## config.mk

```make
export PLATFORM = sky130hd
export DESIGN_NAME = avst_crdt_tx_gate_flat
export DESIGN_NICKNAME = d
export VERILOG_FILES = /design/src/rtl/avst_crdt_tx_gate_if.sv /design/src/rtl/avst_crdt_tx_gate.sv /design/src/flat_wrapper.sv
export SDC_FILE = /design/constraint.sdc
export NUM_CORES = 1
export LEC_CHECK = 0
export ABC_AREA = 1
export CORE_MARGIN = 1
export CORE_UTILIZATION = 52
export CTS_CLUSTER_SIZE = 12
export DETAILED_ROUTE_END_ITERATION = 16
export PLACE_DENSITY = 0.76
export SLEW_MARGIN = 20
export SYNTH_ARGS = -nofsm -noshare
export SYNTH_HDL_FRONTEND = slang
export SYNTH_SLANG_ARGS = --single-unit
```

## constraint.sdc

```tcl
create_clock -name CLK -period 7.8 [get_ports CLK]
set_input_delay 1.56 -clock CLK [delete_from_list [all_inputs] [get_ports CLK]]
set_output_delay 1.56 -clock CLK [all_outputs]
set_load 0.02 [all_outputs]
```

## src/rtl/avst_crdt_tx_gate_if.sv

```systemverilog
// Credit-gated transmit interface: link-partner credit control, request/grant
// handshake and status. The master side drives init/update/request; the slave
// side (the gate) returns ack, grant and status.
interface avst_crdt_tx_gate_if #(
    parameter int unsigned UPDATE_CNT_WIDTH = 2,
    parameter int unsigned CRDT_WIDTH       = 12,
    parameter int unsigned REQ_CNT_WIDTH    = 4
);

    // Credit control
    logic                        CRDT_INIT;
    logic                        CRDT_INIT_ACK;
    logic                        CRDT_UPDATE;
    logic [UPDATE_CNT_WIDTH-1:0] CRDT_UPDATE_CNT;

    // Request and status
    logic                        TX_REQ;
    logic [REQ_CNT_WIDTH-1:0]    TX_REQ_CNT;
    logic                        TX_GRANT;
    logic [CRDT_WIDTH-1:0]       CREDITS;
    logic                        INFINITE;
    logic                        READY;
    logic                        OVERFLOW;

    modport master (
        output CRDT_INIT,
        output CRDT_UPDATE,
        output CRDT_UPDATE_CNT,
        output TX_REQ,
        output TX_REQ_CNT,
        input  CRDT_INIT_ACK,
        input  TX_GRANT,
        input  CREDITS,
        input  INFINITE,
        input  READY,
        input  OVERFLOW
    );

    modport slave (
        input  CRDT_INIT,
        input  CRDT_UPDATE,
        input  CRDT_UPDATE_CNT,
        input  TX_REQ,
        input  TX_REQ_CNT,
        output CRDT_INIT_ACK,
        output TX_GRANT,
        output CREDITS,
        output INFINITE,
        output READY,
        output OVERFLOW
    );

endinterface

```

## src/rtl/avst_crdt_tx_gate.sv

```systemverilog
// Credit-based transmit gate. After a link-partner init handshake the block
// accumulates returned credits and grants transmit requests only when enough
// credits are held. An init that returns no credits at all selects infinite
// mode, where requests are always granted and the counter is never decremented.
// The counter saturates at its maximum and raises a sticky overflow flag.
module avst_crdt_tx_gate #(
    parameter int unsigned UPDATE_CNT_WIDTH = 2,
    parameter int unsigned CRDT_WIDTH       = 12,
    parameter int unsigned REQ_CNT_WIDTH    = 4
) (
    input  logic                  CLK,
    input  logic                  RESET,
    avst_crdt_tx_gate_if.slave    bus
);

    // One guard bit so that add-then-subtract never wraps before saturation.
    localparam int unsigned SumWidth = CRDT_WIDTH + 1;
    localparam logic [SumWidth-1:0] CrdtMax = {1'b0, {CRDT_WIDTH{1'b1}}};

    typedef enum logic [1:0] {
        StIdle,
        StInit,
        StRun
    } state_e;

    state_e                state_q, state_d;
    logic [CRDT_WIDTH-1:0] credits_q, credits_d;
    logic                  infinite_q, infinite_d;
    logic                  overflow_q, overflow_d;
    logic                  ack_pend_q, ack_pend_d;
    logic                  ack_q;

    logic [SumWidth-1:0]   cur_ext;
    logic [SumWidth-1:0]   upd_ext;
    logic [SumWidth-1:0]   req_ext;
    logic [SumWidth-1:0]   dec_ext;
    logic [SumWidth-1:0]   raw_sum;
    logic [CRDT_WIDTH-1:0] sat_val;
    logic                  sat_hit;
    logic                  credits_ok;
    logic                  grant;

    // Credit arithmetic and the combinational grant decision.
    always_comb begin
        cur_ext    = {1'b0, credits_q};
        upd_ext    = bus.CRDT_UPDATE ? SumWidth'(bus.CRDT_UPDATE_CNT) : '0;
        req_ext    = SumWidth'(bus.TX_REQ_CNT);
        credits_ok = infinite_q || (cur_ext >= req_ext);
        // An init request in RUN aborts, so it also blocks the grant.
        grant      = (state_q == StRun) && !RESET && bus.TX_REQ && !bus.CRDT_INIT
                     && credits_ok;
        // Infinite mode never consumes credits.
        dec_ext    = (grant && !infinite_q) ? req_ext : '0;
        // A grant only happens when credits_q >= demand, so this cannot underflow.
        raw_sum    = cur_ext + upd_ext - dec_ext;
        sat_hit    = (raw_sum > CrdtMax);
        sat_val    = sat_hit ? CrdtMax[CRDT_WIDTH-1:0] : raw_sum[CRDT_WIDTH-1:0];
    end

    // Next-state logic for the IDLE/INIT/RUN handshake and the credit counter.
    always_comb begin
        state_d    = state_q;
        credits_d  = credits_q;
        infinite_d = infinite_q;
        overflow_d = overflow_q;
        ack_pend_d = 1'b0;

        unique case (state_q)
            StIdle: begin
                if (bus.CRDT_INIT) begin
                    state_d    = StInit;
                    credits_d  = '0;
                    infinite_d = 1'b0;
                    ack_pend_d = 1'b1;
                end
            end

            StInit: begin
                // No grant is possible here, so sat_val is simply count + update.
                credits_d  = sat_val;
                overflow_d = overflow_q | sat_hit;
                if (!bus.CRDT_INIT) begin
                    state_d    = StRun;
                    // Zero credits after the final update selects infinite mode.
                    infinite_d = (sat_val == '0);
                end
            end

            StRun: begin
                if (bus.CRDT_INIT) begin
                    // Abort: the update in this cycle is dropped with the old count.
                    state_d    = StInit;
                    credits_d  = '0;
                    infinite_d = 1'b0;
                    ack_pend_d = 1'b1;
                end else begin
                    credits_d  = sat_val;
                    overflow_d = overflow_q | sat_hit;
                end
            end

            default: begin
                state_d = StIdle;
            end
        endcase
    end

    // State, counter and flag registers with asynchronous reset.
    always_ff @(posedge CLK or posedge RESET) begin
        if (RESET) begin
            state_q    <= StIdle;
            credits_q  <= '0;
            infinite_q <= 1'b0;
            overflow_q <= 1'b0;
            ack_pend_q <= 1'b0;
        end else begin
            state_q    <= state_d;
            credits_q  <= credits_d;
            infinite_q <= infinite_d;
            overflow_q <= overflow_d;
            ack_pend_q <= ack_pend_d;
        end
    end

    // Delays the init-entry marker so the ack lands one cycle after INIT is entered.
    always_ff @(posedge CLK or posedge RESET) begin
        if (RESET) begin
            ack_q <= 1'b0;
        end else begin
            ack_q <= ack_pend_q;
        end
    end

    assign bus.CRDT_INIT_ACK = ack_q;
    assign bus.TX_GRANT      = grant;
    assign bus.CREDITS       = credits_q;
    assign bus.INFINITE      = infinite_q;
    assign bus.OVERFLOW      = overflow_q;
    assign bus.READY         = (state_q == StRun) && !RESET;

endmodule

```

## src/flat_wrapper.sv

```systemverilog
// flat-port wrapper written by rule: the top's interface ports become plain ports
module avst_crdt_tx_gate_flat 
#(
    parameter int unsigned UPDATE_CNT_WIDTH = 2,
    parameter int unsigned CRDT_WIDTH       = 12,
    parameter int unsigned REQ_CNT_WIDTH    = 4
)
  (CLK, RESET, bus_CRDT_INIT, bus_CRDT_UPDATE, bus_CRDT_UPDATE_CNT, bus_TX_REQ, bus_TX_REQ_CNT, bus_CRDT_INIT_ACK, bus_TX_GRANT, bus_CREDITS, bus_INFINITE, bus_READY, bus_OVERFLOW);
  avst_crdt_tx_gate_if #(.UPDATE_CNT_WIDTH(UPDATE_CNT_WIDTH), .CRDT_WIDTH(CRDT_WIDTH), .REQ_CNT_WIDTH(REQ_CNT_WIDTH)) bus_i ();
  input  logic CLK;
  input  logic RESET;
  input wire logic [$bits(bus_i.CRDT_INIT)-1:0] bus_CRDT_INIT;
  input wire logic [$bits(bus_i.CRDT_UPDATE)-1:0] bus_CRDT_UPDATE;
  input wire logic [$bits(bus_i.CRDT_UPDATE_CNT)-1:0] bus_CRDT_UPDATE_CNT;
  input wire logic [$bits(bus_i.TX_REQ)-1:0] bus_TX_REQ;
  input wire logic [$bits(bus_i.TX_REQ_CNT)-1:0] bus_TX_REQ_CNT;
  output wire logic [$bits(bus_i.CRDT_INIT_ACK)-1:0] bus_CRDT_INIT_ACK;
  output wire logic [$bits(bus_i.TX_GRANT)-1:0] bus_TX_GRANT;
  output wire logic [$bits(bus_i.CREDITS)-1:0] bus_CREDITS;
  output wire logic [$bits(bus_i.INFINITE)-1:0] bus_INFINITE;
  output wire logic [$bits(bus_i.READY)-1:0] bus_READY;
  output wire logic [$bits(bus_i.OVERFLOW)-1:0] bus_OVERFLOW;
  assign bus_i.CRDT_INIT = bus_CRDT_INIT;
  assign bus_i.CRDT_UPDATE = bus_CRDT_UPDATE;
  assign bus_i.CRDT_UPDATE_CNT = bus_CRDT_UPDATE_CNT;
  assign bus_i.TX_REQ = bus_TX_REQ;
  assign bus_i.TX_REQ_CNT = bus_TX_REQ_CNT;
  assign bus_CRDT_INIT_ACK = bus_i.CRDT_INIT_ACK;
  assign bus_TX_GRANT = bus_i.TX_GRANT;
  assign bus_CREDITS = bus_i.CREDITS;
  assign bus_INFINITE = bus_i.INFINITE;
  assign bus_READY = bus_i.READY;
  assign bus_OVERFLOW = bus_i.OVERFLOW;
  avst_crdt_tx_gate #(.UPDATE_CNT_WIDTH(UPDATE_CNT_WIDTH), .CRDT_WIDTH(CRDT_WIDTH), .REQ_CNT_WIDTH(REQ_CNT_WIDTH)) u_core (.CLK(CLK), .RESET(RESET), .bus(bus_i));
endmodule
```

==> impl_metrics.tcl, run 1 <==
set metrics [dict create \
    synth_seq_cells 18 \
    rsz_0062_raised_after_global_routing "false" \
    drt-total-wl_um 4680 \
    worst_slew_pin_slew_ps 879.2 \
    cts.hold.buffers_added 0 \
    layout.core_utilization 0.6455 \
    fp.dieArea_sq_um 4164 \
    sum_of_net_half_perimeters_after_detailed_placement_um 3864 \
    cts_max_level 1 \
    async_flop_share 1.000 \
    hold_path_depth 0 \
    layout-area-overhead-vs-synth_pct 17.97 \
    synth_area_sq_um 2033 \
    synth_edf_count 0 \
    cts-root-buf "clkbuf_8" \
    fp.dieW_um 64.53 \
    timing.rr.end "u_core.bus.INFINITE$_DFFE_PP0P_" \
    synth_seq_area_share 0.2215 \
    run_status "complete, no violations" \
    relSlewSlack 0.4139 \
    ant_nets 0 \
    grt_pass1_vias 1810 \
    avgViaCountPerCell 5.080 \
    synth.cells.most_frequent "nand2_1 (96), inv_1 (58), ha_1 (30), nand3_1 (23)" \
    pre_cts_slack_ps 2595 \
    layout-drive-gt1-share 0.08529 \
    via_count 1971 \
    crit_path_max_fanout 4 \
    synth_warnings 0 \
    drc_violation_count_after_routing 0 \
    slowest_stage_cell_cp "clkdlybuf4s50_1" \
    cp_data_required_time_ps 6240 \
    syn-mean-instance-area_sq_um 6.517 \
    clock-sinks 18 \
    insertion_delay_ps 260 \
    cp_cell_sequence "clkdlybuf4s50_1, inv_1, ha_1, inv_1, o31ai_1, nand3_1, nand3_1, o21ai_0, inv_1, clkdlybuf4s50_1" \
    drt_iter0_drc 136 \
    grt_max_degree 20 \
    globalplace.congestion 0.8583 \
    final_hold_viol_count 0 \
    min-delay-start "u_core.ack_pend_q$_DFF_PP0_" \
    worstHoldEndpoint "u_core.bus.CRDT_INIT_ACK$_DFF_PP0_" \
    cp-start-kind "primary input" \
    antenna_diode_count 0 \
    post-place-cells 384 \
    synth.lib_cells_used.distinct 29 \
    synth_flop_cell "dfrtp_1" \
    report.final.slew_viol_count 0 \
    final.setup_skew_ps 2.070 \
    worstHoldPathType "reg2reg" \
    max_cap_violations 0 \
    port_buffers 27 \
    worst_setup_path_type "in2out" \
    setup.worst_path.end_class "output port" \
    rrSetupSlack_ps 4130 \
    grt_first_pass_wirelength_um 8066 \
    grt_util_all_layers 0.2477 \
    tritoncts "built" \
    detail_route.first_pass.iterations 4 \
    floorplan.die.height_um 64.53 \
    number_of_nets_in_the_finished_design 384 \
    grt_antenna_before_repair 0 \
    grt.overflow.total 0 \
    critical_path.reg2reg.startpoint "u_core.bus.CREDITS[11]$_DFFE_PP0P_" \
    core.rowCount 22 \
    layout_worst_path_cycle_share 0.6655 \
    cts_resized 0 \
    yosysTopAreaCellShare 0.2215 \
    ff2ff_path_depth 19 \
    floorplan.initialDensity 0.5471 \
    finalWorstSetupSlack_ps 2609 \
    timing.final.setup_violations 0 \
    netlist_instances 312 \
    setup_tns_ps 0 \
    netlist.top_cell.by_area "dfrtp_1" \
    finalCriticalPeriod_ps 5191 \
    syn_nets 355 \
    core_region_area_sq_um 3716 \
    i_o_pin_cnt 28 \
    multi_input_area_sq_um 1319 \
    numCtsBuffers 3 \
    clkSlewWorstSetupHoldPaths_ps 70 \
    cp_common_cell "inv_1" \
    instances_no_fill 388 \
    max_freq_ghz 0.1926 \
    synthMostInstantiatedCell "nand2_1" \
    clk_path_buf_depth 2 \
    post_drt_wl_per_cell_um 12.06 \
    netlist_top_cells_area "dfrtp_1 (22%), ha_1 (18%), nand2_1 (18%), inv_1 (11%), nand3_1 (5.7%)" \
    fillers 361 \
    cpPeakStageDelay_ps 590 \
    worst_ep_arrival_time_ps 3630 \
    cts_setup_buffers 0 \
    regArea_sq_um 450.4 \
]
state kept, by name, indices dropped and copies added (netlist names):
register                  flops
u_core.bus.CREDITS           12
u_core.state_q                2
u_core.ack_pend_q             1
u_core.bus.CRDT_INIT_ACK      1
u_core.bus.INFINITE           1
u_core.bus.OVERFLOW           1
cells in the final DEF, fill, tap and decap left out, drive strengths merged, types with 2 or more instances in the layout:
cell type / instances
nand2: 103
inv: 65
ha: 30
clkdlybuf4s50: 27
nand3: 27
nor2: 21
dfrtp: 18
o21ai: 15
a21oi: 14
nand4: 5
clkbuf: 4
fa: 2
kinds of logic (layout without fill, tap and decap cells):
kind of cell             after synthesis  count (layout)  share of synthesized area
AND/OR/NAND/NOR                      159             159                     0.3477
AO/OA/AOI/OAI                         34              34                    0.09231
buffers and inverters                 68              96                     0.1298
flip-flops                            18              18                     0.2215
XOR/XNOR                               1               1                   0.004308
adder cells (fa/ha/maj)               32              32                     0.2043
per-layer routing:
metal,up-vias,GRT usage,part of all wire
li1,1025,-,-
met1,898,0.3498,0.50
met2,43,0.4053,0.46
met3,5,0.02465,0.031
met4,0,0.05833,0.011
met5,-,0,0
cell type report:
class / instances / share of cell area
Timing Repair Buffer: 27 / 0.1127
Tap cell: 48 / 0.02504
Sequential cell: 18 / 0.1878
Clock buffer: 4 / 0.02295
Multi-Input combinational cell: 226 / 0.5498
Inverter: 65 / 0.1017
worst max-delay path: cells and delay by family:
kind	cells	cell delay [ps]
AND/OR/NAND/NOR	2	230
AO/OA/AOI/OAI	2	320
adder cells (fa/ha/maj)	1	280
buffers and inverters	5	1230
stage by stage:
step           cell area (sq um)  hold slack, ps
3_3_place_gp                2344           332.7
2_1_floorplan               2033           331.2
6_report                    2399           365.8
3_5_place_dp                2344           344.9
4_1_cts                     2399           360.5
5_1_grt                     2399           365.1
worst max path at each step:
stage | from | to | slack, ps
after global routing | RESET | bus_TX_GRANT | 2370
after floorplan | bus_TX_REQ_CNT[1] | u_core.bus.INFINITE$_DFFE_PP0P_ | 3480
final | bus_TX_REQ_CNT[3] | bus_TX_GRANT | 2610
after global placement | RESET | bus_TX_GRANT | 2570
after CTS | RESET | bus_TX_GRANT | 2590
after detailed placement | RESET | bus_TX_GRANT | 2600
Power of run 1 is not shown: default switching activity piles up to over one toggle a cycle in this logic, so the estimate is an artifact.
==> inputs of run 2 (changes only) <==
==> constraint.sdc (replaced) <==
create_clock -name CLK -period 5 [get_ports CLK]
set_input_delay 1 -clock CLK [delete_from_list [all_inputs] [get_ports CLK]]
set_output_delay 1 -clock CLK [all_outputs]
set_load 0.02 [all_outputs]
==> run 2 against run 1 <==
  * Count of clock-buffer cells in the layout did not move
  * Worst setup slack got worse by 2000 ps
  * Critical path depth rose by 11
  * Core utilization rose by 0.20 points
  * First-iteration DRC count rose by 1.5%
  * Final cell count rose by 0.26%
  * Flip-flop and latch count did not move
  * Register-to-register slack got worse by 2800 ps
  * Non-clock buffer count rose by 1
  * Via count fell by 1.0%
  * Critical path type is now in2reg
  * Critical endpoint is now u_core.bus.INFINITE$_DFFE_PP0P_
==> impl_metrics.tcl, run 2 (synthesis gave the netlist of run 1 again) <==
set metrics [dict create \
    worst_ep_arrival_time_ps 4540 \
    i_o_pin_cnt 28 \
    fillers 366 \
    detail_route.first_pass.iterations 4 \
    instances_no_fill 389 \
    globalplace.congestion 0.8744 \
    floorplan.initialDensity 0.5471 \
    number_of_flip_flops_in_the_largest_register 12 \
    core.rowCount 22 \
    rsz_0062_raised_after_global_routing "false" \
    fp.dieW_um 64.53 \
    setup_tns_ps 0 \
    grt_first_pass_wirelength_um 8093 \
    layout-drive-gt1-share 0.08798 \
    layout-area-overhead-vs-synth_pct 18.34 \
    cp.buffers_inverters 3 \
    grt.overflow.total 0 \
    ant_nets 0 \
    run_status "complete, no violations" \
    tritoncts "built" \
    clock-sinks 18 \
    report.final.slew_viol_count 0 \
    cts_max_level 1 \
    clk_path_buf_depth 2 \
    cp_common_cell "nand3_1" \
    cts-root-buf "clkbuf_8" \
    drt-total-wl_um 4788 \
    cp-start-kind "primary input" \
    placed_cell_area_sq_um 2351 \
    cts.hold.buffers_added 0 \
    timing.final.setup_violations 0 \
    insertion_delay_ps 260 \
    max_freq_ghz 0.2303 \
    final_common_cell "nand2_1" \
    sum_of_net_half_perimeters_after_detailed_placement_um 3917 \
    setup.worst_path.end_class "flip-flop" \
    critical_path.reg2reg.startpoint "u_core.bus.CREDITS[11]$_DFFE_PP0P_" \
    cpPeakStageDelay_ps 500 \
    port_buffers 27 \
    layout_worst_path_cycle_share 0.8686 \
    critical_path.startpoint "bus_TX_REQ_CNT[3]" \
    commonest_non_fill_non_tap_cells_in_the_layout "nand2_1 (96), inv_1 (58), ha_1 (30)" \
    grt_util_all_layers 0.2489 \
    cp_cell_sequence "clkdlybuf4s50_1, inv_1, ha_1, a21oi_1, o31ai_1, nand3_1, nand3_1, nand3_1, nor2_1, fa_1, inv_1, fa_1, nand3_1, nand3_2, nand3_2, nand4_2, nand2_2, nand2_1, nor2_1, nand2_1, nand2_1" \
    avgViaCountPerCell 5.015 \
    relSlewSlack 0.3850 \
    final.setup_skew_ps 13.25 \
    min-delay-start "u_core.ack_pend_q$_DFF_PP0_" \
    cts_resized 0 \
    worst_setup_path_type "in2reg" \
    grt_max_degree 19 \
    drc_violation_count_after_routing 0 \
    core_region_area_sq_um 3716 \
    post-place-cells 385 \
    max_cap_violations 0 \
    path_delay_family "simple AND/OR/NAND/NOR gates" \
    cts_setup_buffers 0 \
    number_of_nets_in_the_finished_design 385 \
    post-route-cell-area_sq_um 2406 \
    grt_antenna_before_repair 0 \
    post_drt_wl_per_cell_um 12.31 \
    drt_iter0_drc 138 \
    numCtsBuffers 3 \
    floorplan.die.height_um 64.53 \
    regArea_sq_um 450.4 \
    grt_pass1_vias 1808 \
    via_count 1951 \
    clkSlewWorstSetupHoldPaths_ps 70 \
    finalCriticalPeriod_ps 4343 \
    fp.dieArea_sq_um 4164 \
    worstHoldPathType "reg2reg" \
    worst_slew_pin_slew_ps 922.5 \
    cp_data_required_time_ps 5190 \
    multi_input_area_sq_um 1319 \
    final_hold_viol_count 0 \
    slowest_stage_cell_cp "fa_1" \
    antenna_diode_count 0 \
    crit_path_max_fanout 12 \
]
-- run 2: cell count changes in the layout (fill, tap and decap cells not counted), sizes merged --
| cell | change |
|---|---|
| buf | +1 |
-- run 2: worst reg2reg max path, cell delays in order (launching register included) --
cell	delay, ps
dfrtp_1	420
inv_1	140
ha_1	220
inv_1	50
o21ai_0	110
a21oi_1	160
nand3_1	150
nand3_1	130
nor2_1	70
fa_1	500
inv_1	70
fa_1	490
nand3_1	140
nand3_2	90
nand3_2	90
nand4_2	130
nand2_2	220
nand2_1	130
nor2_1	120
nand2_1	80
nand2_1	60
-- run 2: cell type report --
cell class / instances / area share
multi-input combinational: 226 / 0.5481
inverter: 65 / 0.1014
timing repair buffer: 28 / 0.1154
tap: 48 / 0.02496
clock buffer: 4 / 0.02288
sequential: 18 / 0.1872
-- run 2: path summary, 6_finish.rpt --
kind | end | slack (ps) | depth (start not counted)
min in group asynchronous | u_core.bus.CREDITS[8]$_DFFE_PP0P_ | 1130 | 3
setup reg to reg | u_core.bus.INFINITE$_DFFE_PP0P_ | 1380 | 20
max in group asynchronous | u_core.bus.CREDITS[10]$_DFFE_PP0P_ | 3660 | 3
hold reg to reg | u_core.bus.CRDT_INIT_ACK$_DFF_PP0_ | 360 | 0
hold / removal | u_core.bus.CRDT_INIT_ACK$_DFF_PP0_ | 360 | 0
setup / recovery | u_core.bus.INFINITE$_DFFE_PP0P_ | 660 | 21
-- run 2: metrics by stage --
step | hold WS (ps) | utilization | setup slack (ps)
floorplan | 331.2 | - | 1243
global placement | 335.6 | 0.6327 | 510.3
detailed placement | 343.4 | 0.6327 | 406.8
CTS | 359.6 | 0.6475 | 682.3
global route | 362.2 | 0.6475 | 318.3
finish | 355.9 | 0.6475 | 656.9
-- run 2: routing by layer --
layer / routed length (um) / part of all wire / global-route usage
met4: 52 / 0.011 / 0.04722
met1: 2301 / 0.48 / 0.3289
met5: 0 / 0 / 0
met3: 215 / 0.045 / 0.04754
met2: 2219 / 0.46 / 0.4224
Power of run 2 is left out for the same reason.
==> inputs of run 3 (changes only) <==
==> constraint.sdc (replaced) <==
create_clock -name CLK -period 5 [get_ports CLK]
set_input_delay 1 -clock CLK [delete_from_list [all_inputs] [get_ports CLK]]
set_output_delay 1 -clock CLK [all_outputs]
set_load 0.01 [all_outputs]
==> results of run 3 <==
No change in the layout: final DEF, timing and power equal those of run 2.
Power of run 3 is left out for the same reason.
